[src/rtl/video_timing_pkg.sv]
// Shared raster geometry definitions for the video timing generator and its users.
package video_timing_pkg;

  typedef struct packed {
    int unsigned h_act;
    int unsigned h_front;
    int unsigned h_sync;
    int unsigned h_back;
    int unsigned v_act;
    int unsigned v_front;
    int unsigned v_sync;
    int unsigned v_back;
  } geom_t;

  localparam geom_t VGA_640x480 = '{
    h_act: 640, h_front: 16, h_sync: 96,  h_back: 48,
    v_act: 480, v_front: 10, v_sync: 2,   v_back: 33
  };

  localparam geom_t SVGA_800x600 = '{
    h_act: 800, h_front: 40, h_sync: 128, h_back: 88,
    v_act: 600, v_front: 1,  v_sync: 4,   v_back: 23
  };

  function automatic int unsigned total_len(input int unsigned act, input int unsigned front,
                                            input int unsigned sync, input int unsigned back);
    return act + front + sync + back;
  endfunction

endpackage

[src/rtl/video_timing_gen_if.sv]
// Raster output bundle: the generator drives timing/coordinates, the consumer drives genlock.
interface video_timing_gen_if #(
  parameter int unsigned CW = 12
);
  logic          genlock;
  logic          hs;
  logic          vs;
  logic          de;
  logic [CW-1:0] x;
  logic [CW-1:0] y;
  logic          win_en;
  logic [7:0]    src_x;
  logic [7:0]    src_y;
  logic          grid;
  logic          line_start;
  logic          frame_start;

  modport master (
    input  genlock,
    output hs, vs, de, x, y, win_en, src_x, src_y, grid, line_start, frame_start
  );

  modport slave (
    output genlock,
    input  hs, vs, de, x, y, win_en, src_x, src_y, grid, line_start, frame_start
  );
endinterface

[src/rtl/scale_counter.sv]
// Divider-free upscale tracker: sub counts 0..SCALE-1, idx advances on each sub wrap.
module scale_counter #(
  parameter int unsigned SCALE = 3,
  parameter int unsigned IW    = 8
) (
  input  logic          clk,
  input  logic          reset,
  input  logic          clr_i,
  input  logic          en_i,
  output logic [2:0]    sub_o,
  output logic [IW-1:0] idx_o,
  output logic          wrap_o
);
  localparam logic [2:0] SubLast = 3'(SCALE - 1);

  logic [2:0]    sub_q, sub_d;
  logic [IW-1:0] idx_q, idx_d;

  assign wrap_o = en_i && (sub_q == SubLast);

  always_comb begin
    sub_d = sub_q;
    idx_d = idx_q;
    if (clr_i) begin
      sub_d = '0;
      idx_d = '0;
    end else if (en_i) begin
      if (sub_q == SubLast) begin
        sub_d = '0;
        idx_d = idx_q + 1'b1;
      end else begin
        sub_d = sub_q + 1'b1;
      end
    end
  end

  always_ff @(posedge clk or posedge reset) begin
    if (reset) begin
      sub_q <= '0;
      idx_q <= '0;
    end else begin
      sub_q <= sub_d;
      idx_q <= idx_d;
    end
  end

  assign sub_o = sub_q;
  assign idx_o = idx_q;

endmodule

[src/rtl/video_timing_gen.sv]
// Parametrised raster timing generator with centred integer-scaled source window and genlock.
module video_timing_gen
  import video_timing_pkg::*;
#(
  parameter int unsigned H_ACT   = VGA_640x480.h_act,
  parameter int unsigned H_FRONT = VGA_640x480.h_front,
  parameter int unsigned H_SYNC  = VGA_640x480.h_sync,
  parameter int unsigned H_BACK  = VGA_640x480.h_back,
  parameter int unsigned V_ACT   = VGA_640x480.v_act,
  parameter int unsigned V_FRONT = VGA_640x480.v_front,
  parameter int unsigned V_SYNC  = VGA_640x480.v_sync,
  parameter int unsigned V_BACK  = VGA_640x480.v_back,
  parameter logic        HS_POL  = 1'b0,
  parameter logic        VS_POL  = 1'b0,
  parameter int unsigned WIN_W   = 160,
  parameter int unsigned WIN_H   = 144,
  parameter int unsigned SCALE   = 3,
  parameter int unsigned CW      = 12
) (
  input  logic               clk,
  input  logic               reset,
  video_timing_gen_if.master vid_io
);
  localparam int unsigned H_TOTAL = total_len(H_ACT, H_FRONT, H_SYNC, H_BACK);
  localparam int unsigned V_TOTAL = total_len(V_ACT, V_FRONT, V_SYNC, V_BACK);
  localparam int unsigned WIN_X0  = (H_ACT - WIN_W * SCALE) / 2;
  localparam int unsigned WIN_Y0  = (V_ACT - WIN_H * SCALE) / 2;

  localparam logic [CW-1:0] HLast = CW'(H_TOTAL - 1);
  localparam logic [CW-1:0] VLast = CW'(V_TOTAL - 1);
  localparam logic [CW-1:0] HAct  = CW'(H_ACT);
  localparam logic [CW-1:0] VAct  = CW'(V_ACT);
  localparam logic [CW-1:0] HsBeg = CW'(H_ACT + H_FRONT);
  localparam logic [CW-1:0] HsEnd = CW'(H_ACT + H_FRONT + H_SYNC);
  localparam logic [CW-1:0] VsBeg = CW'(V_ACT + V_FRONT);
  localparam logic [CW-1:0] VsEnd = CW'(V_ACT + V_FRONT + V_SYNC);
  localparam logic [CW-1:0] WinX0 = CW'(WIN_X0);
  localparam logic [CW-1:0] WinX1 = CW'(WIN_X0 + WIN_W * SCALE);
  localparam logic [CW-1:0] WinY0 = CW'(WIN_Y0);
  localparam logic [CW-1:0] WinY1 = CW'(WIN_Y0 + WIN_H * SCALE);

  if (WIN_W * SCALE > H_ACT || WIN_H * SCALE > V_ACT) begin : g_bad_window
    $error("scaled window does not fit in the active area");
  end
  if (SCALE < 1 || SCALE > 7) begin : g_bad_scale
    $error("SCALE must be in 1..7");
  end
  if (H_TOTAL > (1 << CW) || V_TOTAL > (1 << CW)) begin : g_bad_cw
    $error("CW too narrow for the raster totals");
  end

  // [0],[1] synchroniser, [2] previous value for edge detection
  logic [2:0] gl_q;
  logic       gl_rise;

  logic [CW-1:0] h_q, h_d, v_q, v_d;
  logic          de_c, in_wx, in_wy, win_c, line_next, frame_next;

  logic [2:0] sx_sub, sy_sub;
  logic [7:0] sx_idx, sy_idx;
  logic       sx_wrap, sy_wrap;
  logic       unused_wrap;

  logic          hs_q, vs_q, de_q, win_q, grid_q, ls_q, fs_q;
  logic [CW-1:0] x_q, y_q;
  logic [7:0]    src_x_q, src_y_q;

  assign gl_rise = gl_q[1] & ~gl_q[2];

  always_comb begin
    h_d = h_q + 1'b1;
    v_d = v_q;
    if (h_q == HLast) begin
      h_d = '0;
      v_d = (v_q == VLast) ? '0 : v_q + 1'b1;
    end
    // A restart while (0,0) is already current would only repeat frame_start.
    if (gl_rise && !(h_q == '0 && v_q == '0)) begin
      h_d = '0;
      v_d = '0;
    end
  end

  assign line_next  = (h_d == '0);
  assign frame_next = line_next && (v_d == '0);

  assign de_c  = (h_q < HAct) && (v_q < VAct);
  assign in_wx = (h_q >= WinX0) && (h_q < WinX1);
  assign in_wy = (v_q >= WinY0) && (v_q < WinY1);
  assign win_c = de_c && in_wx && in_wy;

  scale_counter #(
    .SCALE (SCALE),
    .IW    (8)
  ) u_sx (
    .clk    (clk),
    .reset  (reset),
    .clr_i  (line_next),
    .en_i   (win_c),
    .sub_o  (sx_sub),
    .idx_o  (sx_idx),
    .wrap_o (sx_wrap)
  );

  scale_counter #(
    .SCALE (SCALE),
    .IW    (8)
  ) u_sy (
    .clk    (clk),
    .reset  (reset),
    .clr_i  (frame_next),
    .en_i   (line_next && in_wy),
    .sub_o  (sy_sub),
    .idx_o  (sy_idx),
    .wrap_o (sy_wrap)
  );

  assign unused_wrap = sx_wrap ^ sy_wrap;

  always_ff @(posedge clk or posedge reset) begin
    if (reset) begin
      gl_q    <= '0;
      h_q     <= '0;
      v_q     <= '0;
      hs_q    <= ~HS_POL;
      vs_q    <= ~VS_POL;
      de_q    <= 1'b0;
      x_q     <= '0;
      y_q     <= '0;
      win_q   <= 1'b0;
      src_x_q <= '0;
      src_y_q <= '0;
      grid_q  <= 1'b0;
      ls_q    <= 1'b0;
      fs_q    <= 1'b0;
    end else begin
      gl_q    <= {gl_q[1:0], vid_io.genlock};
      h_q     <= h_d;
      v_q     <= v_d;
      hs_q    <= ((h_q >= HsBeg) && (h_q < HsEnd)) ? HS_POL : ~HS_POL;
      vs_q    <= ((v_q >= VsBeg) && (v_q < VsEnd)) ? VS_POL : ~VS_POL;
      de_q    <= de_c;
      x_q     <= de_c ? h_q : '0;
      y_q     <= de_c ? v_q : '0;
      win_q   <= win_c;
      src_x_q <= win_c ? sx_idx : '0;
      src_y_q <= in_wy ? sy_idx : '0;
      grid_q  <= win_c && (sx_sub == '0 || sy_sub == '0);
      ls_q    <= (h_q == '0);
      fs_q    <= (h_q == '0) && (v_q == '0);
    end
  end

  assign vid_io.hs          = hs_q;
  assign vid_io.vs          = vs_q;
  assign vid_io.de          = de_q;
  assign vid_io.x           = x_q;
  assign vid_io.y           = y_q;
  assign vid_io.win_en      = win_q;
  assign vid_io.src_x       = src_x_q;
  assign vid_io.src_y       = src_y_q;
  assign vid_io.grid        = grid_q;
  assign vid_io.line_start  = ls_q;
  assign vid_io.frame_start = fs_q;

endmodule
[src/flat_wrapper.sv]
// flat-port wrapper written by rule: the top's interface ports become plain ports
module video_timing_gen_flat import video_timing_pkg::*;
#(
  parameter int unsigned H_ACT   = VGA_640x480.h_act,
  parameter int unsigned H_FRONT = VGA_640x480.h_front,
  parameter int unsigned H_SYNC  = VGA_640x480.h_sync,
  parameter int unsigned H_BACK  = VGA_640x480.h_back,
  parameter int unsigned V_ACT   = VGA_640x480.v_act,
  parameter int unsigned V_FRONT = VGA_640x480.v_front,
  parameter int unsigned V_SYNC  = VGA_640x480.v_sync,
  parameter int unsigned V_BACK  = VGA_640x480.v_back,
  parameter logic        HS_POL  = 1'b0,
  parameter logic        VS_POL  = 1'b0,
  parameter int unsigned WIN_W   = 160,
  parameter int unsigned WIN_H   = 144,
  parameter int unsigned SCALE   = 3,
  parameter int unsigned CW      = 12
)
  (clk, reset, vid_io_genlock, vid_io_hs, vid_io_vs, vid_io_de, vid_io_x, vid_io_y, vid_io_win_en, vid_io_src_x, vid_io_src_y, vid_io_grid, vid_io_line_start, vid_io_frame_start);
  video_timing_gen_if #(.CW(CW)) vid_io_i ();
  input  logic clk;
  input  logic reset;
  input wire logic [$bits(vid_io_i.genlock)-1:0] vid_io_genlock;
  output wire logic [$bits(vid_io_i.hs)-1:0] vid_io_hs;
  output wire logic [$bits(vid_io_i.vs)-1:0] vid_io_vs;
  output wire logic [$bits(vid_io_i.de)-1:0] vid_io_de;
  output wire logic [$bits(vid_io_i.x)-1:0] vid_io_x;
  output wire logic [$bits(vid_io_i.y)-1:0] vid_io_y;
  output wire logic [$bits(vid_io_i.win_en)-1:0] vid_io_win_en;
  output wire logic [$bits(vid_io_i.src_x)-1:0] vid_io_src_x;
  output wire logic [$bits(vid_io_i.src_y)-1:0] vid_io_src_y;
  output wire logic [$bits(vid_io_i.grid)-1:0] vid_io_grid;
  output wire logic [$bits(vid_io_i.line_start)-1:0] vid_io_line_start;
  output wire logic [$bits(vid_io_i.frame_start)-1:0] vid_io_frame_start;
  assign vid_io_i.genlock = vid_io_genlock;
  assign vid_io_hs = vid_io_i.hs;
  assign vid_io_vs = vid_io_i.vs;
  assign vid_io_de = vid_io_i.de;
  assign vid_io_x = vid_io_i.x;
  assign vid_io_y = vid_io_i.y;
  assign vid_io_win_en = vid_io_i.win_en;
  assign vid_io_src_x = vid_io_i.src_x;
  assign vid_io_src_y = vid_io_i.src_y;
  assign vid_io_grid = vid_io_i.grid;
  assign vid_io_line_start = vid_io_i.line_start;
  assign vid_io_frame_start = vid_io_i.frame_start;
  video_timing_gen #(.H_ACT(H_ACT), .H_FRONT(H_FRONT), .H_SYNC(H_SYNC), .H_BACK(H_BACK), .V_ACT(V_ACT), .V_FRONT(V_FRONT), .V_SYNC(V_SYNC), .V_BACK(V_BACK), .HS_POL(HS_POL), .VS_POL(VS_POL), .WIN_W(WIN_W), .WIN_H(WIN_H), .SCALE(SCALE), .CW(CW)) u_core (.clk(clk), .reset(reset), .vid_io(vid_io_i));
endmodule
[config.mk]
export PLATFORM = sky130hd
export DESIGN_NAME = video_timing_gen_flat
export DESIGN_NICKNAME = d
export VERILOG_FILES = /design/src/rtl/video_timing_pkg.sv /design/src/rtl/video_timing_gen_if.sv /design/src/rtl/scale_counter.sv /design/src/rtl/video_timing_gen.sv /design/src/flat_wrapper.sv
export SDC_FILE = /design/constraint.sdc
export NUM_CORES = 1
export LEC_CHECK = 0
export CAP_MARGIN = 0
export CORE_ASPECT_RATIO = 0.7
export CORE_MARGIN = 2
export CORE_UTILIZATION = 60
export CTS_CLUSTER_SIZE = 28
export DETAILED_ROUTE_END_ITERATION = 8
export MAX_ROUTING_LAYER = met4
export PLACE_DENSITY_LB_ADDON = 0.08
export SYNTH_ARGS = -nofsm -noshare
export SYNTH_HDL_FRONTEND = slang
export SYNTH_SLANG_ARGS = --single-unit
export TNS_END_PERCENT = 20
[constraint.sdc]
create_clock -name clk -period 5.8 [get_ports clk]
set_clock_uncertainty 0.05 [all_clocks]
set_input_delay 0.58 -clock clk [delete_from_list [all_inputs] [get_ports clk]]
set_output_delay 0.58 -clock clk [all_outputs]
set_load 0.01 [all_outputs]
* Word-level counts from Yosys, hierarchy flattened *
Cells that the tools add are included.

word-level totals
  output and inout bits = 47
  logic and storage cells = 89
  register bits after elaboration = 96
  input port bits = 3

cells by class
  bitwise gates (word level) = 2
  reductions and logical operators = 26
  multiplexer cells = 23
  magnitude comparators = 10
  add/subtract/negate cells = 6
  equality and inequality tests = 4

operator list
  operator                 number
  $mux W12                 7
  $mux W8                  8
  $logic_not A12 Y1        4
  $lt A12 B10 Y1 const B   3
  $lt A12 B9 Y1 const B    3
  $add A12 B1 Y12 const B  2
  $eq A12 B10 Y1 const B   2
  $mux W3                  6
  $add A8 B1 Y8 const B    2
  $ge A12 B10 Y1 const B   1
  $ge A12 B5 Y1 const B    1
  $ge A12 B7 Y1 const B    1
  $ge A12 B9 Y1 const B    1
  $logic_and A1 B1 Y1      12
  $reduce_bool A2 Y1       4
  $add A3 B1 Y3 const B    2
  $eq A3 B2 Y1 const B     2
  $logic_not A3 Y1         2
  $reduce_and A2 Y1        2
  $mux W1                  2
  $and A1 B1 Y1            1
  $logic_not A1 Y1         1
  $logic_or A1 B1 Y1       1
  $not A1 Y1               1

* Depth between registers and ports, before layout *
  depth in word-level cells = 9
  depth in mapped cells = 11
  depth with buffers taken out = 9

* Hierarchy *
From an unflattened synthesis, not the netlist that was laid out.

unflattened totals
  cells, all modules = 425
  area, all modules = 4403.0 µm²

modules (own cells, without submodules)
  module            cells an instance  seq. area each (µm²)  instances  area an instance (µm²)
  video_timing_gen  315                1854.3                1          3296.9
  scale_counter     55                 275.3                 2          553.0

* Least setup slack after synthesis *
OpenSTA, ideal clock, no wires.

  path type = reg2reg
  start = register u_core.h_q[1]
  end = register u_core.u_sy.idx_q[2], in the netlist u_core.u_sy.idx_o[2]
  path buffers = 1
  data arrival time = 2.773 ns
  period minus slack after synthesis = 2.888 ns
  library setup time = 0.065 ns
  slack = 2.912 ns
  required time = 5.685 ns
  cell stages (with the launch flop) = 10
  path through = dfrtp_1 > ha_1 > clkbuf_1 > nand3_2 > nor4_4 > mux2_2 > a221oi_1 > nor2_2 > a211oi_2 > a211o_1

between the ends
  cells in the longest elaborated chain, start to end = 9
  elaborated cells on any way between the ends = 18
  those cells by class = add/sub (1); eq/ne (1); mux (5); reduce/logical (11)

RTL lines
  element                                                                  RTL line                 source
  start: declaration                                                       video_timing_gen.sv:56   logic [CW-1:0] h_q, h_d, v_q, v_d;
  start signal: assignment                                                 video_timing_gen.sv:123  h_q <= '0;
  start signal: assignment                                                 video_timing_gen.sv:138  h_q <= h_d;
  parallel branches: the longest is 9 deep, another holds $add A12 B1 Y12  --
  end signal: assignment                                                   scale_counter.sv:43      idx_q <= idx_d;
  end: declaration                                                         scale_counter.sv:17      logic [IW-1:0] idx_q, idx_d;

Parallel ways; which one is timed is not known.
A chain may end at the register's enable or synchronous reset.

* Worst setup path in the final report *
  start = register u_core.h_q[7]
  end = register u_core.u_sx.idx_q[7], in the netlist u_core.u_sx.idx_o[7]

between the ends
  cells in the longest elaborated chain, start to end = 8
  elaborated cells on any way between the ends = 20
  those cells by class = add/sub (1); order compare (3); eq/ne (1); mux (3); reduce/logical (12)

RTL lines
  element                                                                  RTL line
  parallel branches: the longest is 8 deep, another holds $add A12 B1 Y12  --
  end signal: assignment                                                   scale_counter.sv:43
  end: declaration                                                         scale_counter.sv:17

Parallel ways; which one is timed is not known.

==> results.sh <==
export IMPL_crit_chain="o21ai_0 -> and4_1 -> nand2_1 -> nor2_1 -> nand4_1 -> or3_1 -> a21oi_1"
export IMPL_hold_buffers=0
export IMPL_slew_headroom_pct=28.1
export IMPL_post_dp_hpwl_um=6540
export IMPL_clock_sinks=96
export IMPL_rr_startpoint="u_core.h_q[7]"
export IMPL_synth_xor_area_share_pct=6.41
export IMPL_grt_pass1_vias=3233
export IMPL_synth_ff_type="dfrtp_1"
export IMPL_worstPathRequired_ns=6.04
export IMPL_worst_path_buf_inv=0
export IMPL_grt_max_degree=67
export IMPL_max_vdd_ir_drop_mv=0.144
export IMPL_ys_seq_area_share_pct=51.8
export IMPL_final_core_util_pct=72.5
export IMPL_path_depth=7
export IMPL_viasPerCell=5.86
export IMPL_slowest_stage="nor2_1"
export IMPL_antennaDiodeCount=0
export IMPL_cp_max_fo=21
export IMPL_holdCritPathClass="reg -> reg"
export IMPL_power_density_nw_per_um2=265
export IMPL_portBuffers=49
export IMPL_synth_edff_count=0
export IMPL_critPathLaunch="u_core.h_q[7]"
export IMPL_crit_type="reg -> reg"
export IMPL_synth_top_family_by_area="simple AND/OR/NAND/NOR gates"
export IMPL_worstSetupEndpointType="flop"
export IMPL_postCtsSetupBuffers=0
export IMPL_finish_instance_area_um2=5350
export IMPL_yosys_top_cells_count="94 x dfrtp_1, 54 x nor2_1, 40 x and2_1, 25 x clkbuf_1, 24 x nand2_1"
export IMPL_async_flop_share_pct=100
export IMPL_r2r_end="u_core.u_sx.idx_o[7]"
export IMPL_synthCells=461
export IMPL_max_cap_violations=0
export IMPL_die_w_um=109
export IMPL_wl_um=9500
export IMPL_dieArea_um2=8470
export IMPL_syn_area_um2=4640
export IMPL_syn_area_per_cell_um2=10.1
export IMPL_cts_tree="built"
export IMPL_setup_violations=0
export IMPL_fillers=541
export IMPL_crit_end="u_core.u_sx.idx_o[7]"
export IMPL_synth_cell_types=61
export IMPL_reg2reg_slack_ns=2.31
export IMPL_post_cts_resized=0
export IMPL_wl_per_cell_um=15.9
export IMPL_critPathLaunchType="flop"
export IMPL_antenna_left=0
export IMPL_rsz0062_at_grt="false"
export IMPL_start_util_pct=62.9
export IMPL_place_area_um2=5150
export IMPL_drive_above_1_share_pct=7.41
export IMPL_cp_slowest_stage_delay_ns=0.84
export IMPL_antenna_found_initial=0
export IMPL_yosys_warnings=0
export IMPL_overflow=0
export IMPL_drt_iter0_markers=224
export IMPL_synth_most_common_cell="dfrtp_1"
export IMPL_ys_top_cells_by_area="dfrtp_1 51%, and2_1 5.4%, nor2_1 4.4%"
export IMPL_leakagePower_nw=2.40
export IMPL_finalCritPeriodShare_pct=60.3
export IMPL_drc=0
export IMPL_ys_ff_latch=96
export IMPL_synth_top_area_share_pct=50.6
export IMPL_outcome="finished, final reports clean"
export IMPL_grt_pass1_wl_um=16300
export IMPL_r2r_cells=7
export IMPL_preCtsSetupSlack_ns=2.29
export IMPL_area_growth_pct=15.2
export IMPL_post_synth_top_area_cell="dfrtp_1"
export IMPL_path_clk_slew_ns=0.10
export IMPL_vias=3500
export IMPL_worst_pin_slew_ns=1.07
export IMPL_synth_fa_ha_area_share_pct=1.62
export IMPL_slew_violations=0
export IMPL_insertion_delay_ns=0.37
export IMPL_drtPass1Iterations=5
export IMPL_cp_arrival_ns=3.73
export IMPL_cts_buffers=9
export IMPL_fin_ws_ns=2.31
export IMPL_timing_fmax_mhz=286
export IMPL_cts_buffer_depth=2
export IMPL_hold_viol_final=0
export IMPL_synth_compound_area_share_pct=10.7
export IMPL_clock_root_buffer="clkbuf_8"
export IMPL_rows=26
export IMPL_ios=50
export IMPL_die_y_um=77.6
export IMPL_period_minus_slack_ns=3.49
export IMPL_yosys_area_share_simple_pct=24.1
export IMPL_tns_ns=0
export IMPL_nets=503
export IMPL_place_gp_congestion=0.966
export IMPL_cpLargestDelayFamily="simple AND/OR/NAND/NOR gates"
export IMPL_synth_area_mux_share_pct=0.889
export IMPL_cts_htree_levels=3
export IMPL_gr_usage_all_layers_pct=25.5
export IMPL_core_um2=7380
export IMPL_power_mw=1.42
-- through the flow --
| stage | std cells | hold slack, ns |
|---|---|---|
| after floorplan | 465 | 0.281 |
| after CTS | 597 | 0.317 |
| after global placement | 581 | 0.283 |
| after global routing | 597 | 0.328 |
| after detailed placement | 581 | 0.294 |
| final | 597 | 0.311 |
-- state kept, by name (all words and copies together), names as in the netlist, 8 cells and up --
| name | flops |
|---|---|
| u_core.vid_io.y | 12 |
| u_core.vid_io.src_y | 8 |
| u_core.h_q | 12 |
| u_core.u_sx.idx_o | 8 |
| u_core.v_q | 12 |
| u_core.vid_io.x | 12 |
| u_core.vid_io.src_x | 8 |
| u_core.u_sy.idx_o | 8 |
-- final cells by class --
cell class                      count  area, um^2  share of cell area, %
Tap cell                           98         123                   2.29
Clock buffer                        9         124                   2.31
Inverter                           19        73.8                   1.38
Timing Repair Buffer               50         498                   9.30
Multi-Input combinational cell    318        2050                   38.3
Sequential cell                    96        2400                   44.9
Clock inverter                      7        80.1                   1.50
-- where the power goes --
group	switching, mW	internal, mW	leakage, nW
clock	0.244	0.205	0.102
combinational	0.134	0.0940	1.00
sequential	0.0390	0.704	1.30
-- worst register-to-register path: cells and delay by family, from the launching register on --
family           cells  cell delay, ns
flip-flops           1            0.52
AO/OA/AOI/OAI        2            0.46
AND/OR/NAND/NOR      5            2.38
-- routing by layer --
layer | track usage [%] | vias up | routed length (um)
met5 | - | - | 0
met4 | 7.44 | 0 | 84
met3 | 6.72 | 7 | 615
met2 | 34.9 | 136 | 4280
met1 | 37.3 | 1695 | 4520
li1 | - | 1662 | -
-- cell families after synthesis --
logic type	count (synthesis)
AND/OR/NAND/NOR	200
other	1
multiplexers	4
buffers and inverters	51
adder cells (fa/ha/maj)	6
XOR/XNOR	34
AO/OA/AOI/OAI	69
flip-flops	96
-- cell usage in the layout (no fill, tap or decap), types with 12 or more instances in the layout --
master	n
nor3_1	12
nand2_1	24
clkdlybuf4s50_1	49
xnor2_1	20
inv_1	18
nand3_1	14
a211o_1	12
xor2_1	14
dfrtp_1	94
and2_1	40
a21oi_1	13
nand4_1	12
nor2_1	54
-- how the worst min path moves through the flow --
stage | startpoint | to | slack (ns) | cells past startpoint
5_1_grt | u_core.gl_q[0] | u_core.gl_q[1] | 0.33 | 0
3_3_place_gp | u_core.gl_q[0] | u_core.gl_q[1] | 0.28 | 0
2_1_floorplan | u_core.gl_q[0] | u_core.gl_q[1] | 0.28 | 0
6_report | u_core.gl_q[0] | u_core.gl_q[1] | 0.31 | 0
3_5_place_dp | u_core.gl_q[0] | u_core.gl_q[1] | 0.29 | 0
4_1_cts | u_core.gl_q[0] | u_core.gl_q[1] | 0.32 | 0
Power figures use the tool's default switching activity.
